`src/rtl/dzcpu_useq_ctrl.sv`:
```
// ---------------------------------------------------------------------------
// dzcpu_useq_ctrl
// Micro-op sequencer for the dzcpu core. Holds the micro-PC that addresses
// the ucode ROM and loads it from the main/CB flow LUTs when an opcode is
// dispatched. It steps through a flow until an end-of-flow step retires the
// instruction, and it slips the interrupt-entry flow in between
// instructions. A flow that runs too long, or that steps past the top of
// the ROM, is treated as runaway: the sequencer latches a sticky fault and
// halts until reset.
//
// Ports
//   iClock      core clock, all state on the rising edge
//   iReset      asynchronous active-low reset
//   iMopValid   opcode byte on iMop is valid
//   iMop        current opcode byte (decoded by the external main LUT)
//   iLutIdx     main LUT flow index for iMop
//   iCbLutIdx   CB LUT flow index for the CB-suffix byte
//   iStepEof    unconditional end-of-flow step
//   iStepEofZ   end-of-flow if Z=1
//   iStepEofNz  end-of-flow if Z=0
//   iStepJcb    jump into the CB flow
//   iFlagZ      architectural Z flag
//   iStall      freeze the sequencer this cycle
//   iIrqReq     level interrupt request
//   iIme        interrupt master enable
//   oUopAddr    ucode ROM address (micro-PC)
//   oUopValid   oUopAddr holds an executable uop
//   oRetire     one-cycle pulse after a flow ends
//   oIrqAck     one-cycle pulse while the IRQ flow is being entered
//   oFault      sticky runaway-flow flag
//   oBusy       sequencer is not waiting for an opcode
// ---------------------------------------------------------------------------
module dzcpu_useq_ctrl #(
   parameter logic [7:0] P_IRQ_FLOW = 8'd250,
   parameter logic [5:0] P_MAX_UOPS = 6'd32
) (
   input  logic       iClock,
   input  logic       iReset,
   input  logic       iMopValid,
   input  logic [7:0] iMop,
   input  logic [7:0] iLutIdx,
   input  logic [7:0] iCbLutIdx,
   input  logic       iStepEof,
   input  logic       iStepEofZ,
   input  logic       iStepEofNz,
   input  logic       iStepJcb,
   input  logic       iFlagZ,
   input  logic       iStall,
   input  logic       iIrqReq,
   input  logic       iIme,
   output logic [7:0] oUopAddr,
   output logic       oUopValid,
   output logic       oRetire,
   output logic       oIrqAck,
   output logic       oFault,
   output logic       oBusy
);

   typedef enum logic [1:0] {
      S_WAIT,
      S_EXEC,
      S_IRQ,
      S_HALT
   } state_t;

   state_t     state;
   logic [5:0] uopCount;
   logic       flowEnd;
   logic       irqTake;
   logic       runaway;
   logic       unusedMop;

   // The opcode byte itself is decoded by the external LUT; the sequencer
   // only needs the resulting flow indices.
   assign unusedMop = ^iMop;

   // A conditional end step that fails its Z test simply falls through to
   // the next uop. The uop counter holds the number of the uop now at
   // oUopAddr, so reaching the limit without ending is a runaway. Stepping
   // +1 past 8'hFF would wrap into unrelated flows, so that also counts.
   always_comb begin
      flowEnd = iStepEof | (iStepEofZ & iFlagZ) | (iStepEofNz & ~iFlagZ);
      irqTake = iIrqReq & iIme;
      runaway = (uopCount >= P_MAX_UOPS) | (~iStepJcb & (oUopAddr == 8'hFF));
   end

   // Sequencer FSM with registered outputs. Retire/ack are single-cycle
   // pulses cleared every cycle by default; a stall freezes everything else.
   always_ff @(posedge iClock or negedge iReset) begin
      if (!iReset) begin
         state     <= S_WAIT;
         uopCount  <= 6'd0;
         oUopAddr  <= 8'd0;
         oUopValid <= 1'b0;
         oRetire   <= 1'b0;
         oIrqAck   <= 1'b0;
         oFault    <= 1'b0;
         oBusy     <= 1'b0;
      end else begin
         oRetire <= 1'b0;
         oIrqAck <= 1'b0;
         if (!iStall) begin
            case (state)
               S_WAIT: begin
                  if (irqTake) begin
                     state     <= S_IRQ;
                     oIrqAck   <= 1'b1;
                     oUopValid <= 1'b0;
                     oBusy     <= 1'b1;
                  end else if (iMopValid) begin
                     state     <= S_EXEC;
                     oUopAddr  <= iLutIdx;
                     uopCount  <= 6'd1;
                     oUopValid <= 1'b1;
                     oBusy     <= 1'b1;
                  end
               end
               S_EXEC: begin
                  if (flowEnd) begin
                     oRetire   <= 1'b1;
                     uopCount  <= 6'd0;
                     oUopValid <= 1'b0;
                     if (irqTake) begin
                        state   <= S_IRQ;
                        oIrqAck <= 1'b1;
                        oBusy   <= 1'b1;
                     end else begin
                        state <= S_WAIT;
                        oBusy <= 1'b0;
                     end
                  end else if (runaway) begin
                     state     <= S_HALT;
                     oFault    <= 1'b1;
                     oUopValid <= 1'b0;
                     oBusy     <= 1'b0;
                  end else if (iStepJcb) begin
                     oUopAddr <= iCbLutIdx;
                     uopCount <= uopCount + 6'd1;
                  end else begin
                     oUopAddr <= oUopAddr + 8'd1;
                     uopCount <= uopCount + 6'd1;
                  end
               end
               S_IRQ: begin
                  state     <= S_EXEC;
                  oUopAddr  <= P_IRQ_FLOW;
                  uopCount  <= 6'd1;
                  oUopValid <= 1'b1;
                  oBusy     <= 1'b1;
               end
               S_HALT: begin
                  state <= S_HALT;
               end
            endcase
         end
      end
   end

endmodule
```
`config.mk`:
```
export PLATFORM = sky130hd
export DESIGN_NAME = dzcpu_useq_ctrl
export DESIGN_NICKNAME = d
export VERILOG_FILES = /design/src/rtl/dzcpu_useq_ctrl.sv
export SDC_FILE = /design/constraint.sdc
export NUM_CORES = 1
export LEC_CHECK = 0
export CORE_MARGIN = 1
export CORE_UTILIZATION = 41
export DETAILED_ROUTE_END_ITERATION = 8
export GPL_TIMING_DRIVEN = 0
export PLACE_DENSITY = 0.78
export SYNTH_ARGS = -nofsm -noshare
export SYNTH_HDL_FRONTEND = slang
export SYNTH_SLANG_ARGS = --single-unit
export TNS_END_PERCENT = 100
```
`constraint.sdc`:
```
create_clock -name iClock -period 1.9 [get_ports iClock]
set_input_delay 0.475 -clock iClock [delete_from_list [all_inputs] [get_ports iClock]]
set_output_delay 0.475 -clock iClock [all_outputs]
set_load 0.03 [all_outputs]
```
==> results of run 1 <==
-- logic make-up after synthesis --
family	Yosys count	share of synthesized area [%]
xor+xnor	2	1.23
mux	10	7.67
simple gates	44	17.6
compound gates	52	24.8
fa+ha+maj	7	6.17
buf+inv	18	5.46
flops	21	37.0
-- Yosys cell counts, types with 2 or more instances --
master | instances | area share, %
dfrtp_1 | 21 | 37
o21ai_0 | 15 | 5.3
inv_1 | 12 | 3.2
nand2_1 | 11 | 2.9
nor2_1 | 9 | 2.4
a21oi_1 | 7 | 2.5
ha_1 | 7 | 6.2
mux2_2 | 7 | 5.6
a31oi_1 | 6 | 2.6
nand3_1 | 4 | 1.4
o31ai_1 | 4 | 2.1
a21o_1 | 3 | 1.6
clkbuf_1 | 3 | 0.79
mux2i_1 | 3 | 2.1
nand2b_1 | 3 | 1.3
nor3_1 | 3 | 1.1
o22ai_1 | 3 | 1.3
and3_1 | 2 | 0.88
buf_2 | 2 | 0.70
nor2_4 | 2 | 1.6
o221ai_1 | 2 | 1.2
xnor2_1 | 2 | 1.2
-- metrics by stage --
step	cell area [µm²]	util [%]	cells	power [µW]	setup slack [ps]
after floorplan	1440	-	154	1900	-94.9
after CTS	2090	62.7	256	2900	-39.3
final	2220	66.4	265	3090	-8.26
after global placement	1890	56.5	239	2380	-486
after detailed placement	1890	56.5	239	2440	-565
after global routing	2220	66.4	265	3290	-55.2
-- power breakdown --
group          internal, µW  leakage [µW]  switching, µW
Combinational          1030      0.000715           1050
Clock                  82.1     0.0000150            140
Sequential              605      0.000257            186
-- per-layer routing --
| layer | share of wire (%) | vias up | track usage, % |
|---|---|---|---|
| li1 | - | 693 | - |
| met3 | 2.9 | 12 | 4.69 |
| met4 | 2.2 | 0 | 10.4 |
| met5 | 0 | - | 0 |
| met2 | 51 | 42 | 38.8 |
| met1 | 44 | 714 | 30.4 |
-- critical path, delay by kind of cell, from the launching register on --
family	cells	cell delay [ps]
fa+ha+maj	1	180
compound gates	1	420
flops	1	410
buf+inv	2	210
simple gates	2	290
mux	1	310
-- state kept, by name (all words and copies together), names as in the netlist --
name and cells:
oBusy 1, oFault 1, oIrqAck 1, oRetire 1, oUopAddr 8, oUopValid 1
state 2, uopCount 6
-- worst paths after layout --
path / from / endpoint / slack [ps] / cells past startpoint
worst min register to register: oFault$_DFFE_PN0P_ / oFault$_DFFE_PN0P_ / 520 / 2
max in group asynchronous: iReset / oUopAddr[0]$_DFFE_PN0P_ / 540 / 1
worst max-delay path: state[1]$_DFFE_PN0P_ / oBusy$_DFFE_PN0P_ / -8 / 7
worst max register to register: state[1]$_DFFE_PN0P_ / oBusy$_DFFE_PN0P_ / -8 / 7
min in group asynchronous: iReset / uopCount[1]$_DFFE_PN0P_ / 680 / 1
worst min-delay path: oFault$_DFFE_PN0P_ / oFault$_DFFE_PN0P_ / 520 / 2
-- repair_timing --
| item | CTS | global route |
|---|---|---|
| setup endpoints to repair | 24 | 18 |
| setup buffers | 13 | 10 |
| pin swaps | 7 | 9 |
| gates cloned | 0 | 0 |
| resized for setup | 37 | 16 |
-- final cells by class --
type | instances | area, µm²
fill | 270 | 1120
multi-input combinational | 115 | 950
timing repair buffer | 62 | 563
sequential | 21 | 531
tap | 46 | 57.6
buffer | 5 | 45.0
inverter | 12 | 45.0
clock buffer | 4 | 26.3
==> qor.yml, run 1 <==
clkLatencyLatePin_ps: 320
num_rows: 21
initial_utilization_pct: 42.6
seq_area_frac_synth_pct: 37.0
place_congestion: 0.801
final_common_cell: "clkdlybuf4s50_1"
worstPathArrival_ps: 2110
vias: 1461
skew_ps: 14.6
die_area_mm2: 0.00370
clock-sinks: 21
critPathMaxFanout: 5
required_ps: 2100
cts_tree: "done"
drt-total-wl_um: 4190
nets: 262
root_buffer: "clkbuf_4"
mostFrequentLayoutCells: "clkdlybuf4s50_1 (27), buf_4 (22), dfrtp_1 (17)"
place_hpwl_um: 2800
cts_inserted_buffers: 3
relSlewSlack_pct: 34.4
die_x_um: 60.9
setup_ws_ps: -8.26
ant_nets: 0
slew_viol_final: 0
status: "complete, but fails checks"
grt.overflow.total: 0
drt_pre_antenna_iters: 4
irDropWorstVdd_mv: 0.917
drive_above_1_share_pct: 30.6
synth_edf_count: 0
wire_per_inst_um: 15.8
drcViolationCount: 0
grt_max_degree: 22
synthesis.nets: 196
synth_warnings: 0
hold_violations: 0
critPathMaxStageDelay_ps: 420
synthArstFlopShare_pct: 100
dr.first_iter.drc_count: 50
fin_crit_ps: 1910
timing.fmax_mhz: 524
finalSetupViolCount: 2
cp_slowest_cell: "a221o_4"
syn-cell-area_mm2: 0.00142
worstSetupStartpointType: "register"
path_clk_slew_ps: 120
tightest_slew_ps: 981
area_delta_synth_final_pct: 56.1
power.density_mw_per_mm2: 1400
rsz0062_at_grt: "yes"
period_share_pct: 100
cts_hold_buffers: 0
ys_ff_latch: 21
endpoint_kind: "register"
setup_tns_ps: -14.5
grt_pass1_vias: 1445
antenna_found_initial: 0
die_h_um: 60.9
critPathKind: "reg -> reg"
gr-usage-all-layers_pct: 23.7
syn_inst: 154
avgSynthCellArea_um2: 9.22
p_leak_uw: 0.000987
path_cells: "inv_2 > ha_4 > buf_8 > and3_4 > a221o_4 > nor2_4 > mux2_4"
timing.hold.ws_ps: 517
clk_path_buf_depth: 2
grt_pass1_wl_um: 6510
drv_cap: 0
antenna_cells: 0
portBuffers: 39
vias_per_cell: 5.51
io_pins: 48
synth_ff_type: "dfrtp_1"
violations: "setup timing"
ys_types: 45
coreArea_mm2: 0.00334
worst_hold_path_type: "reg -> reg"
htree_levels: 1
Power figures use the tool's default switching activity.
==> run 2, diff against run 1 <==
Settings changed: CORE_UTILIZATION 41 to 42, CTS_BUF_LIST set to sky130_fd_sc_hd__clkbuf_4, PLACE_DENSITY 0.78 to 0.8.
==> run 2 against run 1 <==
- the flow still finishes with violations (setup timing)
- utilization grew 6.0 points
- non-clock buffer count grew 1
- combinational power grew 8%
- sequential cell count is the same
- fmax shrank 1.6%
- cell area grew 2.1%
- die area shrank 2.3%
- global-route usage grew 1.9 points
- count of clock-buffer cells in the layout is the same
- critical path depth shrank 1
- clock skew shrank 13 ps
- clock power grew 9.0%
==> qor.yml, run 2 (same netlist as run 1, synthesis figures left out) <==
grt_pass1_wl_um: 6750
fin_crit_ps: 1940
timing.fmax_mhz: 516
placedCellCount: 237
violations: "setup timing"
path_clk_slew_ps: 120
path_cells: "inv_2 > ha_4 > nor2b_4 > or4_4 > nor4_4 > a21o_1"
period_share_pct: 102
hp-start: "uopCount[4]$_DFFE_PN0P_"
ant_nets: 0
place_ws_ps: -490
rsz0062_at_grt: "yes"
required_ps: 2160
worst_hold_path_type: "reg -> reg"
irDropWorstVdd_mv: 0.887
die_area_mm2: 0.00362
min_path_cells: 1
grt_max_degree: 22
portBuffers: 39
netSwitchingPower_uw: 1510
vias: 1565
cts_inserted_buffers: 3
gr-usage-all-layers_pct: 25.7
drcViolationCount: 0
power.density_mw_per_mm2: 1450
setup_ws_ps: -38.6
die_x_um: 60.2
regMostFlops: "oUopAddr"
cp-startpoint: "state[0]$_DFFE_PN0P_"
endpoint_kind: "register"
die_h_um: 60.2
grt.overflow.total: 0
critPathMaxStageDelay_ps: 570
p_leak_uw: 0.000986
num_rows: 20
mostFrequentLayoutCells: "clkdlybuf4s50_1 (28), buf_4 (20), dfrtp_1 (18)"
tightest_slew_ps: 980
coreArea_mm2: 0.00313
worstSetupStartpointType: "register"
setup_tns_ps: -249
relSlewSlack_pct: 34.5
reg2reg_depth: 6
p_int_uw: 1780
largest_reg_flops: 8
pwr-share-clk_pct: 7.4
antenna_cells: 0
seqPwrFrac_pct: 24.3
cts_tree: "done"
fill_cells: 219
p_sw_share_pct: 45.8
dr.first_iter.drc_count: 68
vias_per_cell: 5.93
root_buffer: "clkbuf_4"
initial_utilization_pct: 45.4
clkLatencyLatePin_ps: 310
place_hpwl_um: 2700
area_delta_synth_final_pct: 59.5
top_regs: "oUopAddr (8), uopCount (6), state (2)"
antenna_found_initial: 0
critPathMaxFanout: 7
critPathKind: "reg -> reg"
drv_cap: 0
drt-total-wl_um: 4860
htree_levels: 1
wire_per_inst_um: 18.4
timing.rr.start: "state[0]$_DFFE_PN0P_"
place_congestion: 0.944
clk_path_buf_depth: 2
cts_hold_buffers: 0
io_pins: 48
fin_cells: 264
skew_ps: 1.73
drive_above_1_share_pct: 32.7
drt_pre_antenna_iters: 4
finalSetupViolCount: 11
nets: 263
timing.hold.ws_ps: 519
status: "complete, but fails checks"
cp_slowest_cell: "or4_4"
slew_viol_final: 0
final_common_cell: "clkdlybuf4s50_1"
clock-sinks: 21
combPwrFrac_pct: 68.3
grt_pass1_vias: 1426
worstPathArrival_ps: 2200
fin_util_pct: 72.4
hold_violations: 0
run 2: power by group through the flow:
| stage | Combinational, µW | Sequential [µW] | Clock [µW] |
|---|---|---|---|
| finish | 2250 | 799 | 242 |
| global route | 2390 | 814 | 268 |
| CTS | 2000 | 778 | 239 |
| detailed placement | 1640 | 794 | 0 |
| global placement | 1600 | 772 | 0 |
| floorplan | 930 | 969 | 0 |
run 2: worst paths after layout:
check                                          end  slack, ps
hold / removal             uopCount[4]$_DFFE_PN0P_        520
min in group asynchronous        oIrqAck$_DFF_PN0_        690
setup / recovery           uopCount[3]$_DFFE_PN0P_        -40
setup reg to reg           uopCount[3]$_DFFE_PN0P_        -40
hold reg to reg            uopCount[4]$_DFFE_PN0P_        520
max in group asynchronous  oUopAddr[1]$_DFFE_PN0P_        560
run 2: cell type report:
| class | count | area (µm²) | share of cell area [%] |
|---|---|---|---|
| clock buffers | 4 | 30.0 | 1.33 |
| flip-flops and latches | 21 | 529 | 23.4 |
| repair buffers | 63 | 576 | 25.4 |
| well taps | 44 | 55.1 | 2.43 |
| plain buffers | 5 | 45.0 | 1.99 |
| inverters | 12 | 45.0 | 1.99 |
| multi-input cells | 115 | 985 | 43.5 |
run 2: critical path, delay by kind of cell, from the launching register on:
| kind | cells | cell delay (ps) |
|---|---|---|
| adder cells (fa/ha/maj) | 1 | 180 |
| AND/OR/NAND/NOR | 3 | 1020 |
| buffers and inverters | 1 | 80 |
| flip-flops | 1 | 470 |
| AO/OA/AOI/OAI | 1 | 130 |
run 2: routing by layer:
layer / part of all wire [%] / global-route usage [%]
met1: 38 / 31.6
met2: 50 / 42.5
met3: 6.8 / 5.63
met4: 5.0 / 11.3
met5: 0 / 0
run 2: stage by stage:
| step | area, µm² | power (µW) |
|---|---|---|
| floorplan | 1440 | 1900 |
| global placement | 1880 | 2370 |
| detailed placement | 1880 | 2440 |
| CTS | 2160 | 3020 |
| global route | 2260 | 3470 |
| finish | 2260 | 3290 |
run 2: repair_timing:
item                       4_1_cts  5_1_grt
pin swaps                       10       13
gates resized for setup         43       15
setup endpoints to repair       26       17
buffers inserted                17        7
gates cloned                     0        0
==> run 3, diff against run 2 <==
Settings changed: RECOVER_POWER set to 50.
==> run 3 against run 2 <==
- the run still ends with setup timing left
- clock skew about the same
- sequential power about the same
- largest cell class unchanged
- count of clock-buffer cells in the layout unchanged
- first-iteration DRC count stayed put
- cell area did not move
- sequential cell count unchanged
- total power is essentially flat
==> qor.yml, run 3 (same netlist as run 1, synthesis figures left out) <==
rsz0062_at_grt: "yes"
pwr-share-clk_pct: 7.4
portBuffers: 39
relSlewSlack_pct: 33.9
area_delta_synth_final_pct: 59.5
slew_viol_final: 0
power.density_mw_per_mm2: 1450
worstSetupStartpointType: "register"
finalSetupViolCount: 11
irDropWorstVdd_mv: 0.887
mostFrequentLayoutCells: "clkdlybuf4s50_1 (27), buf_4 (20), dfrtp_1 (18)"
path_clk_slew_ps: 120
drt_pre_antenna_iters: 4
worst_hold_path_type: "reg -> reg"
io_pins: 48
die_h_um: 60.2
timing.hold.ws_ps: 519
initial_utilization_pct: 45.4
skew_ps: 1.73
fin_cells: 264
critPathKind: "reg -> reg"
ant_nets: 0
timing.fmax_mhz: 516
cts_tree: "done"
final_common_cell: "clkdlybuf4s50_1"
fin_crit_ps: 1940
p_sw_share_pct: 45.8
root_buffer: "clkbuf_4"
grt_pass1_wl_um: 6750
worstPathArrival_ps: 2200
critPathMaxFanout: 7
regMostFlops: "oUopAddr"
die_area_mm2: 0.00362
largest_reg_flops: 8
cts_inserted_buffers: 3
tightest_slew_ps: 989
setup_ws_ps: -38.6
num_rows: 20
vias: 1565
grt_pass1_vias: 1426
wire_per_inst_um: 18.4
die_x_um: 60.2
drcViolationCount: 0
coreArea_mm2: 0.00313
total_power_uw: 3290
place_congestion: 0.944
dr.first_iter.drc_count: 68
cts_hold_buffers: 0
p_int_uw: 1780
antenna_found_initial: 0
top_regs: "oUopAddr (8), uopCount (6), state (2)"
violations: "setup timing"
grt_max_degree: 22
vias_per_cell: 5.93
place_ws_ps: -490
status: "complete, but fails checks"
netSwitchingPower_uw: 1510
clkLatencyLatePin_ps: 310
period_share_pct: 102
antenna_cells: 0
seqPwrFrac_pct: 24.3
timing.rr.start: "state[0]$_DFFE_PN0P_"
hp-start: "uopCount[4]$_DFFE_PN0P_"
placedCellCount: 237
combPwrFrac_pct: 68.3
nets: 263
place_hpwl_um: 2700
clock-sinks: 21
cp-startpoint: "state[0]$_DFFE_PN0P_"
clk_path_buf_depth: 2
drv_cap: 0
final_area_mm2: 0.00226
p_leak_uw: 0.000986
htree_levels: 1
placed_area_mm2: 0.00188
gr-usage-all-layers_pct: 25.7
drt-total-wl_um: 4860
hold_violations: 0
grt.overflow.total: 0
endpoint_kind: "register"
drive_above_1_share_pct: 32.7
required_ps: 2160
## run 3: changes by cell type in the layout (fill, tap and decap cells not counted), sizes merged
cell | previous run | this run
clkdlybuf4s50 | 28 | 27
dlygate4sd3 | 0 | 1
## run 3: worst paths after layout
| path | slack [ps] | end | cells after the start |
|---|---|---|---|
| min in group asynchronous | 760 | oIrqAck$_DFF_PN0_ | 1 |
| max in group asynchronous | 480 | oUopAddr[1]$_DFFE_PN0P_ | 1 |
| hold reg to reg | 520 | uopCount[4]$_DFFE_PN0P_ | 1 |
| setup reg to reg | -40 | uopCount[3]$_DFFE_PN0P_ | 6 |
| hold / removal | 520 | uopCount[4]$_DFFE_PN0P_ | 1 |
| setup / recovery | -40 | uopCount[3]$_DFFE_PN0P_ | 6 |
## run 3: worst max-delay path, cell delays in order, from the launching register on
cell     delay, ps
dfrtp_2        470
inv_2           80
ha_4           180
nor2b_4        140
or4_4          570
nor4_4         310
a21o_1         130
## run 3: power by group through the flow
stage | sequential, µW | combinational, µW | clock, µW
after floorplan | 969 | 930 | 0
after global placement | 772 | 1600 | 0
after detailed placement | 794 | 1640 | 0
after CTS | 778 | 2000 | 239
after global routing | 814 | 2390 | 268
final | 799 | 2240 | 242
## run 3: layout make-up
cell class                      count  area [µm²]
Buffer                              5        45.0
Clock buffer                        4        30.0
Fill cell                         219         863
Inverter                           12        45.0
Multi-Input combinational cell    115         985
Sequential cell                    21         529
Tap cell                           44        55.1
Timing Repair Buffer               63         576
## run 3: repair_timing
| item | CTS | global route |
|---|---|---|
| buffers inserted | 17 | 7 |
| endpoints found under the setup margin | 26 | 17 |
| pin swaps | 10 | 13 |
| gates resized for setup | 43 | 15 |
## run 3: routing by layer
layer	vias up	part of all wire, %	global-route usage [%]
met5	-	0	0
met4	0	5.0	11.3
met3	32	6.8	5.63
met2	87	50	42.5
met1	749	38	31.6
li1	697	-	-
## run 3: per-stage QoR
stage          TNS [ps]  utilization [%]
2_1_floorplan      -217                -
3_3_place_gp      -6440             60.2
3_5_place_dp      -6690             60.2
4_1_cts            -152             69.0
5_1_grt           -1410             72.4
6_report           -248             72.4
